File: config.mk
export PLATFORM = sky130hd
export DESIGN_NAME = seq_divider32
export DESIGN_NICKNAME = d
export VERILOG_FILES = /design/src/rtl/div_pkg.sv /design/src/rtl/div_step.sv /design/src/rtl/seq_divider32.sv
export SDC_FILE = /design/constraint.sdc
export NUM_CORES = 1
export LEC_CHECK = 0
export ABC_AREA = 1
export BUFFER_PORTS_ARGS = -buffer_cell sky130_fd_sc_hd__buf_2
export CAP_MARGIN = 20
export CELL_PAD_IN_SITES_DETAIL_PLACEMENT = 1
export CELL_PAD_IN_SITES_GLOBAL_PLACEMENT = 1
export CORE_UTILIZATION = 39
export DETAILED_ROUTE_END_ITERATION = 7
export GPL_ROUTABILITY_DRIVEN = 0
export GPL_TIMING_DRIVEN = 0
export PLACE_DENSITY = 0.78
export REMOVE_ABC_BUFFERS = 1
export SYNTH_ARGS = -nofsm -noshare
export SYNTH_HDL_FRONTEND = slang
export SYNTH_HIERARCHICAL = 1
export SYNTH_SLANG_ARGS = --single-unit
File: constraint.sdc
create_clock -name clk -period 2.19 [get_ports clk]
set_clock_uncertainty 0.05 [all_clocks]
set_input_delay 0.219 -clock clk [delete_from_list [all_inputs] [get_ports clk]]
set_output_delay 0.219 -clock clk [all_outputs]
set_load 0.005 [all_outputs]
File: src/rtl/div_pkg.sv
// Shared types and constants for the sequential RV32 divider.
package div_pkg;

    typedef enum logic [1:0] {
        DIV  = 2'b00,
        DIVU = 2'b01,
        REM  = 2'b10,
        REMU = 2'b11
    } div_op_e;

    typedef enum logic [1:0] {
        IDLE = 2'b00,
        PREP = 2'b01,
        CALC = 2'b10,
        DONE = 2'b11
    } div_state_e;

    localparam logic [31:0] DIV_INT_MIN = 32'h8000_0000;

endpackage

File: src/rtl/div_step.sv
// One restoring shift-subtract iteration on unsigned magnitudes.
module div_step
    import div_pkg::*;
#(
    parameter int WIDTH = 32
) (
    input  logic [WIDTH-1:0] rem,
    input  logic [WIDTH-1:0] quo,
    input  logic [WIDTH-1:0] divisor_abs,
    output logic [WIDTH-1:0] rem_next,
    output logic [WIDTH-1:0] quo_next
);

    logic [WIDTH:0] rem_sh;
    logic [WIDTH:0] trial;

    // rem < divisor_abs always holds, so the borrow bit alone says whether it fits
    assign rem_sh   = {rem, quo[WIDTH-1]};
    assign trial    = rem_sh - {1'b0, divisor_abs};
    assign rem_next = trial[WIDTH] ? rem_sh[WIDTH-1:0] : trial[WIDTH-1:0];
    assign quo_next = {quo[WIDTH-2:0], ~trial[WIDTH]};

endmodule

File: src/rtl/seq_divider32.sv
// Multi-cycle restoring divider for DIV/DIVU/REM/REMU with RISC-V corner-case results.
module seq_divider32
    import div_pkg::*;
#(
    parameter int WIDTH = 32
) (
    input  logic             clk,
    input  logic             rst,
    input  logic             start,
    input  logic [1:0]       op,
    input  logic [WIDTH-1:0] dividend,
    input  logic [WIDTH-1:0] divisor,
    output logic             busy,
    output logic             valid,
    output logic [WIDTH-1:0] result
);

    localparam int CNT_W = $clog2(WIDTH);

    div_state_e       state_q, state_d;
    div_op_e          op_q, op_d;
    logic [WIDTH-1:0] a_q, a_d;
    logic [WIDTH-1:0] b_q, b_d;
    logic [WIDTH-1:0] dsr_q, dsr_d;
    logic [WIDTH-1:0] quo_q, quo_d;
    logic [WIDTH-1:0] rem_q, rem_d;
    logic [CNT_W-1:0] cnt_q, cnt_d;
    logic             neg_quo_q, neg_quo_d;
    logic             neg_rem_q, neg_rem_d;
    logic             busy_q, busy_d;
    logic             valid_q, valid_d;
    logic [WIDTH-1:0] result_q, result_d;

    logic             accept;
    logic             signed_op;
    logic             a_neg, b_neg;
    logic [WIDTH-1:0] a_abs, b_abs;
    logic [WIDTH-1:0] quo_fin, rem_fin;
    logic [WIDTH-1:0] step_rem, step_quo;

    div_step #(.WIDTH(WIDTH)) u_step (
        .rem         (rem_q),
        .quo         (quo_q),
        .divisor_abs (dsr_q),
        .rem_next    (step_rem),
        .quo_next    (step_quo)
    );

    // busy_q stays high through the valid cycle, so it alone gates acceptance
    assign accept    = start && !busy_q;
    assign signed_op = (op_q == DIV) || (op_q == REM);
    assign a_neg     = signed_op && a_q[WIDTH-1];
    assign b_neg     = signed_op && b_q[WIDTH-1];
    assign a_abs     = a_neg ? -a_q : a_q;
    assign b_abs     = b_neg ? -b_q : b_q;
    assign quo_fin   = neg_quo_q ? -quo_q : quo_q;
    assign rem_fin   = neg_rem_q ? -rem_q : rem_q;

    always_comb begin
        state_d   = state_q;
        op_d      = op_q;
        a_d       = a_q;
        b_d       = b_q;
        dsr_d     = dsr_q;
        quo_d     = quo_q;
        rem_d     = rem_q;
        cnt_d     = cnt_q;
        neg_quo_d = neg_quo_q;
        neg_rem_d = neg_rem_q;
        result_d  = result_q;
        busy_d    = accept || (state_q != IDLE);
        valid_d   = (state_q == DONE);

        case (state_q)
            IDLE: begin
                if (accept) begin
                    op_d    = div_op_e'(op);
                    a_d     = dividend;
                    b_d     = divisor;
                    state_d = PREP;
                end
            end
            PREP: begin
                quo_d     = a_abs;
                rem_d     = '0;
                dsr_d     = b_abs;
                cnt_d     = CNT_W'(WIDTH - 1);
                neg_quo_d = a_neg ^ b_neg;
                neg_rem_d = a_neg;
                state_d   = CALC;
                // Corner cases load final values directly and skip sign fix-up
                if (b_q == '0) begin
                    quo_d     = '1;
                    rem_d     = a_q;
                    neg_quo_d = 1'b0;
                    neg_rem_d = 1'b0;
                    state_d   = DONE;
                end else if (signed_op && a_q == DIV_INT_MIN && b_q == '1) begin
                    quo_d     = DIV_INT_MIN;
                    rem_d     = '0;
                    neg_quo_d = 1'b0;
                    neg_rem_d = 1'b0;
                    state_d   = DONE;
                end
            end
            CALC: begin
                rem_d = step_rem;
                quo_d = step_quo;
                if (cnt_q == '0) state_d = DONE;
                else             cnt_d   = cnt_q - 1'b1;
            end
            DONE: begin
                result_d = (op_q == DIV || op_q == DIVU) ? quo_fin : rem_fin;
                state_d  = IDLE;
            end
            default: state_d = IDLE;
        endcase
    end

    always_ff @(posedge clk) begin
        if (rst) begin
            state_q   <= IDLE;
            op_q      <= DIV;
            a_q       <= '0;
            b_q       <= '0;
            dsr_q     <= '0;
            quo_q     <= '0;
            rem_q     <= '0;
            cnt_q     <= '0;
            neg_quo_q <= 1'b0;
            neg_rem_q <= 1'b0;
            busy_q    <= 1'b0;
            valid_q   <= 1'b0;
            result_q  <= '0;
        end else begin
            state_q   <= state_d;
            op_q      <= op_d;
            a_q       <= a_d;
            b_q       <= b_d;
            dsr_q     <= dsr_d;
            quo_q     <= quo_d;
            rem_q     <= rem_d;
            cnt_q     <= cnt_d;
            neg_quo_q <= neg_quo_d;
            neg_rem_q <= neg_rem_d;
            busy_q    <= busy_d;
            valid_q   <= valid_d;
            result_q  <= result_d;
        end
    end

    assign busy   = busy_q;
    assign valid  = valid_q;
    assign result = result_q;

endmodule

After elaboration in Yosys (flattened, before gate mapping):

Cells that the tools add are included.
W data, S select, Z words.

* equality and inequality tests: 10
* add/subtract/negate cells: 6
* bitwise gates (word level): 2
* reduce and logical (&&, ||, !) cells: 18
* multiplexer cells: 22

Operator list (count)
* $mux W32: 9
* $neg A32 Y32: 4
* $pmux W32 S2: 2
* $eq A32 B32 Y1 const B: 2
* $sub A33 B32 Y33: 1
* $logic_not A32 Y1: 1
* $pmux W5 S2: 1
* $pmux W2 S4: 1
* $eq A2 B2 Y1 const B: 3
* $mux W1: 6
* $ne A2 B2 Y1 const B: 3
* $reduce_and A2 Y1: 3
* $logic_and A1 B1 Y1: 5
* $logic_not A5 Y1: 1
* $mux W5: 1
* $sub A5 B1 Y5 const B: 1
* $eq A2 B1 Y1 const B: 2
* $logic_not A2 Y1: 2
* $mux W2: 2
* $reduce_bool A2 Y1: 2
* $logic_or A1 B1 Y1: 3
* $logic_not A1 Y1: 1
* $not A1 Y1: 1
* $xor A1 B1 Y1: 1

* flip-flop bits (word level): 205
* input bits: 69

Depth between registers and ports, before layout:

Gate-level depths: netlist (run 1).

* depth after elaboration: 7
* mapped depth: 19
* depth with buffers taken out: 18

Modules after synthesis:

Netlist (run 1), hierarchy kept.

By module, submodules not included
* seq_divider32: cells each 2019, area an instance 12423.2 sq um, instances 1, sequential area each 4103.9 sq um
* div_step: cells each 714, area an instance 3395.8 sq um, instances 1, sequential area each 0.0 sq um

Least setup slack after synthesis (run 1):

No wires, ideal clock.

* path kind: register to register
* start point: register quo_q[31]
* end point: register rem_q[24]
* clock period less this slack: 2.341 ns
* cell stages (with the launch flop): 19
* slack: -0.151 ns
* setup time: 0.119 ns
* arrival: 2.172 ns
* data required time: 2.021 ns
* path through: dfxtp_1 inv_1 ha_1 fa_1 inv_1 nand2_1 nand2_1 nand3_1 nand2_2 nand2_1 nand2_2 nand2_2 nand3_1 nand2_4 buf_4 nand2_1 nand2_1 a21oi_1 a21oi_1

* word-level cells in the longest chain between the ends: 3

Ends and longest elaborated chain
* start, declared: line seq_divider32.sv:25 `logic [WIDTH-1:0] quo_q, quo_d;`
* start signal, assigned: line seq_divider32.sv:141 `quo_q <= quo_d;`
* $sub A33 B32 Y33: line div_step.sv:19 `assign trial = rem_sh - {1'b0, divisor_abs};`
* $mux W32: line div_step.sv:20 `assign rem_next = trial[WIDTH] ? rem_sh[WIDTH-1:0] : trial[WIDTH-1:0];`
* named net step_rem[24]: line seq_divider32.sv:39 `logic [WIDTH-1:0] step_rem, step_quo;`
* $pmux W32 S2: line seq_divider32.sv:74 `case (state_q)`
* end signal, assigned: line seq_divider32.sv:142 `rem_q <= rem_d;`
* end, declared: line seq_divider32.sv:26 `logic [WIDTH-1:0] rem_q, rem_d;`

The timed path passes the listed nets, and every way through them passes these cells.
A chain may end at the register's enable or synchronous reset.

Final worst setup path (run 1):

* start point: register dsr_q[5]
* end point: register rem_q[26]

* word-level cells in the longest chain between the ends: 3

Ends and longest elaborated chain
* start, declared: line seq_divider32.sv:24 `logic [WIDTH-1:0] dsr_q, dsr_d;`
* start signal, assigned: line seq_divider32.sv:140 `dsr_q <= dsr_d;`
* $sub A33 B32 Y33: line div_step.sv:19
* $mux W32: line div_step.sv:20
* named net step_rem[26]: line seq_divider32.sv:39
* $pmux W32 S2: line seq_divider32.sv:74

The timed path passes the listed nets, and every way through them passes these cells.

==> metrics.cfg, run 1 <==
[clocking]
clk_path_buf_depth = 3
h-tree-depth = 1
numCtsBuffers = 28
cts_root_buf = clkbuf_16
clock-sinks = 205
cts_tree = done
clkLatencyLatePin_ns = 0.58
clkTransAtPathRegs_ns = 0.06

[status]
violations = hold timing, setup timing
outcome = finished, violations left

[global_routing]
grt.overflow.total = 0
grt_pass1_wl_mm = 101.0
grt_use_total = 0.3087
antenna_found_initial = 1
grt_pass1_vias = 19040
grt_max_degree = 77

[power]
finalPower_mw = 37.44
ir_drop_mv = 1.047
power.leakage_nw = 9.404
powerDensity_nw_per_um2 = 1896

[yosys]
avgSynthCellArea_um2 = 5.788
synth_seq_area_share = 0.2594
ys_seq_elements = 205
yosysWarnings = 6
yosys.area.top_type = dfxtp_1
ys_types = 45
synth_top_cell_area_share = 0.2594
syn_area_um2 = 15820
synth.area.top_cells = dfxtp_1 26%, nand2_1 17%, inv_1 8.9%
netlist_instances = 2733

[drt]
drc = 0
dr.pass1.iters = 5
vias = 19040
drt_iter0_drc = 1391
drt_wl_total_mm = 67.53
via_per_inst = 5.606
postRouteAntennaNets = 0
wl_per_cell_um = 19.88

[setup_path]
cp_common_cell = nand2_2
cp-start-kind = flop
reg2reg_depth = 16
r2r_slack_ns = -0.44
crit_buf_inv = 2
crit_chain = inv_1, ha_2, nand2_2, nor2_1, nand3_2, nand2_2, nand2_2, nand2_4, nand2_8, nand3_4, buf_4, nand2_8, nand2_1, nand2_1, a21oi_2, a21oi_1
end_kind = flop
cp.required_ns = 2.59
slowest_stage = ha_2
critPathMaxFanout = 8
crit_family = simple AND/OR/NAND/NOR gates
max_stage_delay_ns = 0.41
crit_arrival_ns = 3.03
worstSetupPathType = reg2reg
r2r-start = dsr_q[5]
r2r-end = rem_q[26]

[worst_hold_path]
hold_depth = 3
worstHoldPathType = in2reg
hold_start = dividend[15]
whs_endpoint = a_q[15]

[sta]
setup_ws_ns = -0.4356
holdWs_ns = -0.03789
min_period_ns = 2.626
tns_ns = -11.55
finalSetupViolations = 33
fmax_ghz = 0.3809
hold_viol_final = 1
fin_crit_sh = 1.199
max-slew-margin-rel = 0.5197
worst_slew_pin_slew_ns = 0.7196
drv_slew = 0
rsz0062_at_grt = true

[flow_run]
cap_violations = 0

[finish]
fin_area_um2 = 19740
drive_gt1_frac = 0.1728
post-route-util = 0.4946
final_common_cell = nand2_1
fin_nets = 2963
syn2layout_area_growth_pct = 24.80
mostFrequentLayoutCells = 673 x nand2_1, 359 x inv_1, 329 x nor2_1

[floorplanning]
dieArea_um2 = 41370
die_x_um = 203.4
num_rows = 73
initial_core_util = 0.3963
design.portCount = 103
die_h_um = 203.4
core_um2 = 39910

[placed_design]
pre_cts_ws_ns = -1.069
portBuffers = 102
hpwlAfterDp_mm = 45.54
dpl_cell_area_um2 = 16490

[power breakdown]
part	switching, mW	internal, mW
sequential	1.83	4.96
combinational	17.1	8.31
clock	1.99	3.27
total	20.9	16.5
[cell type report]
type	instances	area (µm²)
antenna	1	2.502
clock buffer	36	790.8
clock inverter	16	257.7
fill	5405	20170
inverter	385	1488
multi-input combinational	2013	10640
sequential	205	4174
tap	525	656.9
timing repair buffer	216	1732
[cell usage after synthesis (all sizes together)]
master  number
xnor2        2
or2          6
nor3b        1
and3         1
fa           1
inv        383
a21oi      232
nor4         1
nand3b       9
a21o         4
a31oi        5
clkbuf      80
nor3        20
o21bai      11
buf         61
o31ai        3
o21ai      194
o221ai      13
dfxtp      205
xor2        45
nand3      237
nor2       369
a211oi       1
o21a         2
nand2      747
and2         4
clkinv       2
nand4       38
ha          44
o211ai      12
[timing repair]
action                     4_1_cts  5_1_grt
hold endpoints to repair        64        0
hold buffers                    64        0
buffers inserted                16       26
gates cloned                     9        2
setup endpoints to repair      145       99
pin swaps                       61       46
gates resized for setup        122      186
[flip-flops by register name, indices dropped and copies added (netlist names)]
signal / flops
valid: 1
op_q: 2
state_q: 2
cnt_q: 5
quo_q: 32
busy: 1
rem_q: 32
dsr_q: 32
neg_quo_q: 1
b_q: 32
a_q: 32
neg_rem_q: 1
result: 32
[tightest hold or removal path: cells and delay by family]
family	cells	cell delay, ns
AO/OA/AOI/OAI	2	0.24
buffers and inverters	1	0.07
[cell families after synthesis]
| logic type | after synthesis | share of synthesized area |
|---|---|---|
| AOI/OAI and AO/OA | 477 | 0.1625 |
| xor gates and xnor gates | 47 | 0.02602 |
| DFF | 205 | 0.2594 |
| buffers and inverters | 526 | 0.1368 |
| and+or+nand+nor | 1433 | 0.3792 |
| adders and majority gates | 45 | 0.03607 |
[layer usage]
layer  GRT usage  share of wire  wire length (µm)  vias up
li1            -              -                 -     8944
met1      0.3836           0.43             28830     9244
met2      0.5119           0.46             30990      673
met3     0.05353          0.064              4293      183
met4      0.1557          0.051              3412        0
met5           0              0                 0        -
[per-stage QoR]
stage          hold slack, ns  instances
3_3_place_gp           0.4093       3219
4_1_cts              0.004024       3368
6_report             -0.03789       3397
2_1_floorplan          0.2314       2592
3_5_place_dp           0.4141       3227
5_1_grt              0.002457       3396
[worst max path at each step]
stage / startpoint / end / slack (ns) / depth (start not counted)
2_1_floorplan: state_q[0] / a_q[0] / -1.26 / 5
3_3_place_gp: state_q[0] / a_q[16] / -3.48 / 5
3_5_place_dp: state_q[0] / quo_q[31] / -1.07 / 7
4_1_cts: quo_q[31] / rem_q[23] / -0.32 / 18
5_1_grt: rem_q[27] / rem_q[26] / -0.54 / 14
6_report: dsr_q[5] / rem_q[26] / -0.44 / 16
No activity file was read; power rests on OpenSTA's default activity.
==> inputs of run 2 (changes only) <==
- SKIP_CTS_REPAIR_TIMING: unset -> 1
==> run 2 against run 1 <==
The run still ends with hold timing, setup timing left. Global-route usage down 2.5 points. Combinational power down 6%. Count of clock-buffer cells in the layout unchanged. Critical path depth down 4. Worst hold slack about the same. Register-to-register slack worse by 0.08 ns. Worst setup slack worse by 0.078 ns. Final cell count down 0.74%. First-iteration DRC count down 5.1%. Die area unchanged. Clock power about the same. Via count down 2.3%.
==> metrics.cfg, run 2 (same netlist as run 1, synthesis figures left out) <==
[drt]
wl_per_cell_um = 19.70  ; -0.89%
via_per_inst = 5.519  ; -1.6%
dr.pass1.iters = 5  ; unchanged
postRouteAntennaNets = 0  ; unchanged
drc = 0  ; unchanged
vias = 18610  ; -2.3%
drt_wl_total_mm = 66.43  ; -1.6%
drt_iter0_drc = 1320  ; -5.1%

[power]
power.leakage_nw = 9.316  ; -0.94%
ir_drop_mv = 1.007  ; -3.8%
finalPower_mw = 36.00  ; -3.8%
powerDensity_nw_per_um2 = 1855  ; -2.2%

[placed_design]
placed_cells = 3227  ; unchanged
dpl_cell_area_um2 = 16490  ; unchanged
hpwlAfterDp_mm = 45.54  ; unchanged
portBuffers = 102  ; unchanged
pre_cts_ws_ns = -1.069  ; unchanged

[finish]
n_antenna_cell = 0  ; -1
final_common_cell = nand2_1
syn2layout_area_growth_pct = 22.67
fin_nets = 2939  ; -0.81%
fin_area_um2 = 19400  ; -1.7%
nFillCells = 5440  ; +0.65%
final_cells = 3372  ; -0.74%
mostFrequentLayoutCells = 692 x nand2_1, 361 x inv_1, 331 x nor2_1
post-route-util = 0.4862  ; -0.008433
drive_gt1_frac = 0.1560  ; -0.01681

[setup_path]
r2r-end = rem_q[8]
r2r_slack_ns = -0.51  ; -0.08 ns
reg2reg_depth = 12  ; -4
r2r-start = rem_q[30]
cp_common_cell = nand2_1
cp.required_ns = 2.63  ; +0.04 ns
end_kind = flop
max_stage_delay_ns = 0.52  ; +0.11 ns
cp-start-kind = flop
crit_arrival_ns = 3.15  ; +0.12 ns
slowest_stage = dfxtp_1
crit_chain = ha_1, nand2_1, nor2_1, nand2_1, inv_1, a21oi_4, nand3_4, nand2_4, nand2_1, nand2_1, a21oi_1, a21oi_1
worstSetupPathType = reg2reg
critPathMaxFanout = 8  ; unchanged

[worst_hold_path]
hold_start = dividend[3]
whs_endpoint = a_q[3]
hold_depth = 3  ; unchanged
worstHoldPathType = in2reg

[global_routing]
grt_pass1_wl_mm = 93.41  ; -7.5%
grt_use_total = 0.2834  ; -0.02537
grt_max_degree = 77  ; unchanged
grt.overflow.total = 0  ; unchanged
antenna_found_initial = 0  ; -1
grt_pass1_vias = 17910  ; -5.9%

[floorplanning]
core_um2 = 39910  ; unchanged
die_h_um = 203.4  ; unchanged
design.portCount = 103  ; unchanged
dieArea_um2 = 41370  ; unchanged
initial_core_util = 0.3963  ; unchanged
die_x_um = 203.4  ; unchanged
num_rows = 73  ; unchanged

[flow_run]
cap_violations = 0  ; unchanged

[sta]
hold_viol_final = 3  ; +2
fin_crit_sh = 1.235  ; +0.03569
rsz0062_at_grt = true
worst_slew_pin_slew_ns = 0.7416  ; +0.02207 ns
setup_ws_ns = -0.5137  ; -0.07817 ns
drv_slew = 0  ; unchanged
fmax_ghz = 0.3699  ; -2.9%
min_period_ns = 2.704  ; +0.07817 ns
holdWs_ns = -0.03810  ; -0.0002164 ns
finalSetupViolations = 35  ; +6.1%
max-slew-margin-rel = 0.5050  ; -0.01473

[clocking]
clkLatencyLatePin_ns = 0.58  ; about the same
numCtsBuffers = 28  ; unchanged
cts_tree = done
clk_path_buf_depth = 3  ; unchanged
clock-sinks = 205  ; unchanged
cts_root_buf = clkbuf_16
h-tree-depth = 1  ; unchanged
clkTransAtPathRegs_ns = 0.06  ; about the same

[status]
outcome = finished, violations left
violations = hold timing, setup timing

run 2: how the worst max path moves through the flow:
stage                          start        end  cells past startpoint
after floorplan           state_q[0]     a_q[0]                      5
after global placement    state_q[0]    a_q[16]                      5
after detailed placement  state_q[0]  quo_q[31]                      7
after CTS                 state_q[0]  quo_q[31]                      7
after global routing       rem_q[28]   rem_q[8]                     12
final                      rem_q[30]   rem_q[8]                     12
run 2: cell type report:
| class | instances | area, µm² | area share |
|---|---|---|---|
| Timing Repair Buffer | 194 | 1555 | 0.08015 |
| Clock inverter | 16 | 257.7 | 0.01328 |
| Sequential cell | 205 | 4172 | 0.2150 |
| Inverter | 385 | 1484 | 0.07647 |
| Clock buffer | 36 | 790.8 | 0.04075 |
| Multi-Input combinational cell | 2011 | 10490 | 0.5405 |
| Tap cell | 525 | 656.9 | 0.03385 |
run 2: critical path, delay by kind of cell (launching register included):
family / cells / cell delay [ns]
buf+inv: 1 / 0.09
compound gates: 3 / 0.51
fa+ha+maj: 1 / 0.34
simple gates: 7 / 1.10
flops: 1 / 0.52
run 2: report_power, final:
part | internal [mW] | total, mW | switching [mW] | leakage (nW)
Clock | 3.27 | 5.28 | 2.01 | 0.517
Combinational | 7.68 | 24.0 | 16.3 | 7.10
Sequential | 4.96 | 6.77 | 1.82 | 1.70
run 2: routing by layer:
layer | vias up | part of all wire | global-route usage
met5 | - | 0 | 0
li1 | 8876 | - | -
met4 | 0 | 0.042 | 0.1340
met3 | 161 | 0.055 | 0.03787
met1 | 9009 | 0.44 | 0.3626
met2 | 564 | 0.47 | 0.4695
run 2: through the flow:
stage,hold slack [ns],TNS (ns)
global placement,0.4093,-485.89
CTS,-0.1377,-84.05
finish,-0.03810,-13.92
floorplan,0.2314,-159.91
detailed placement,0.4141,-79.73
global route,0.001074,-16.54
==> inputs of run 3 (changes only) <==
- CORE_MARGIN: unset -> 2
==> run 3 against run 2 <==
The flow still finishes with violations (hold timing, setup timing). Sequential power down 0.9%. Maximum frequency down 1.1%. Combinational power up 2%. Count of clock-buffer cells in the layout up 2. Routed wire length about the same. Sequential share of layout area up 0.098 points. Core utilization down 0.51 points. First-iteration DRC count up 6.7%. Critical endpoint is now rem_q[14]. Largest cell class unchanged. Highest routed layer unchanged.
==> metrics.cfg, run 3 (same netlist as run 1, synthesis figures left out) <==
[finish]
syn2layout_area_growth_pct = 21.38
n_antenna_cell = 0  ; unchanged
fin_area_um2 = 19200  ; -1.1%
mostFrequentLayoutCells = 680 x nand2_1, 362 x inv_1, 334 x nor2_1
post-route-util = 0.4811  ; -0.005109
final_cells = 3378  ; +0.18%
final_common_cell = nand2_1
fin_nets = 2949  ; +0.34%
drive_gt1_frac = 0.1553  ; -0.0006785

[power]
powerDensity_nw_per_um2 = 1856  ; about the same
power.leakage_nw = 9.235  ; -0.86%
ir_drop_mv = 0.7997  ; -21%

[drt]
drt_iter0_drc = 1409  ; +6.7%
postRouteAntennaNets = 0  ; unchanged
wl_per_cell_um = 19.65  ; -0.26%
drt_wl_total_mm = 66.38  ; about the same
vias = 18740  ; +0.72%
dr.pass1.iters = 5  ; unchanged
via_per_inst = 5.549  ; +0.54%
drc = 0  ; unchanged

[setup_path]
cp-startpoint = rem_q[19]
worstSetupPathType = reg2reg
crit_family = simple AND/OR/NAND/NOR gates
r2r-start = rem_q[19]
cp-start-kind = flop
crit_arrival_ns = 3.16  ; about the same
max_stage_delay_ns = 0.51  ; about the same
cp.required_ns = 2.61  ; -0.02 ns
critPathMaxFanout = 8  ; unchanged
slowest_stage = dfxtp_1
end_kind = flop
cp_common_cell = nand2_1
crit_chain = ha_1, nand2_1, nor2_1, nand2_1, nand2_1, a21oi_4, nand3_4, nand2_4, nand2_1, nand2_2, a21oi_2, a21oi_1
crit_buf_inv = 0  ; -1

[clocking]
numCtsBuffers = 27  ; -3.6%
clkLatencyLatePin_ns = 0.58  ; about the same
cts_root_buf = clkbuf_16
clock-sinks = 205  ; unchanged
clkTransAtPathRegs_ns = 0.06  ; about the same
h-tree-depth = 1  ; unchanged
cts_tree = done
clk_path_buf_depth = 3  ; unchanged

[status]
violations = hold timing, setup timing
outcome = finished, violations left

[placed_design]
placed_cells = 3228  ; +0.031%
portBuffers = 102  ; unchanged
hpwlAfterDp_mm = 46.01  ; +1.0%
dpl_cell_area_um2 = 16510  ; about the same

[global_routing]
grt_max_degree = 100  ; +30%
grt_use_total = 0.2807  ; -0.002625
grt_pass1_vias = 17680  ; -1.3%
antenna_found_initial = 0  ; unchanged
grt_pass1_wl_mm = 93.94  ; +0.56%
grt.overflow.total = 0  ; unchanged

[floorplanning]
dieArea_um2 = 42190  ; +2.0%
core_um2 = 39910  ; unchanged
die_h_um = 205.4  ; +0.98%
die_x_um = 205.4  ; +0.98%
num_rows = 73  ; unchanged
initial_core_util = 0.3963  ; unchanged
design.portCount = 103  ; unchanged

[sta]
finalSetupViolations = 33  ; -5.7%
rsz0062_at_grt = true
worst_slew_pin_slew_ns = 0.7316  ; -0.009999 ns
max-slew-margin-rel = 0.5117  ; +0.006709
setup_ws_ns = -0.5441  ; -0.03039 ns
fin_crit_sh = 1.248  ; +0.01388
hold_viol_final = 9  ; +6
fmax_ghz = 0.3657  ; -1.1%
holdWs_ns = -0.05829  ; -0.02019 ns
drv_slew = 0  ; unchanged
min_period_ns = 2.734  ; +0.03039 ns

[worst_hold_path]
worstHoldPathType = in2reg
hold_start = dividend[28]

[flow_run]
cap_violations = 0  ; unchanged

==> run 3: worst reg2reg max path: cells and delay by family (launching register included) <==
family,cells,cell delay [ns]
and+or+nand+nor,8,1.13
AOI/OAI and AO/OA,3,0.57
DFF,1,0.51
adders and majority gates,1,0.37
==> run 3: final timing paths <==
| check | endpoint | depth (start not counted) | slack (ns) |
|---|---|---|---|
| setup / recovery | rem_q[14] | 12 | -0.54 |
| hold / removal | a_q[28] | 3 | -0.06 |
| setup reg to reg | rem_q[14] | 12 | -0.54 |
| hold reg to reg | dsr_q[31] | 2 | 0.43 |
==> run 3: report_power, final <==
group	total, mW	switching, mW	leakage (nW)	internal, mW
combinational	24.6	16.7	7.13	7.94
clock	4.31	1.85	0.418	2.46
sequential	6.71	1.78	1.69	4.93
total	35.6	20.3	9.24	15.3
==> run 3: cell type report <==
class                           instances  area [µm²]
Sequential cell                       205        4146
Inverter                              385        1489
Clock buffer                           38       777.0
Timing Repair Buffer                  203        1619
Multi-Input combinational cell       2013       10460
Tap cell                              525       656.9
Clock inverter                          9       56.30
Fill cell                            5458       20710
==> run 3: layer usage <==
metal / vias up / share of wire / global-route usage
met2: 606 / 0.46 / 0.4632
met1: 9099 / 0.44 / 0.3702
met4: 0 / 0.044 / 0.1277
met5: - / 0 / 0
li1: 8881 / - / -
met3: 158 / 0.055 / 0.02756
==> run 3: per-stage QoR <==
step / total power [mW] / setup WS [ns] / setup TNS [ns]
detailed placement: 25.97 / -1.118 / -80.08
global placement: 27.98 / -3.479 / -490.53
floorplan: 19.77 / -1.261 / -159.91
finish: 35.64 / -0.5441 / -15.40
CTS: 30.46 / -1.180 / -84.80
global route: 38.23 / -0.6608 / -20.48
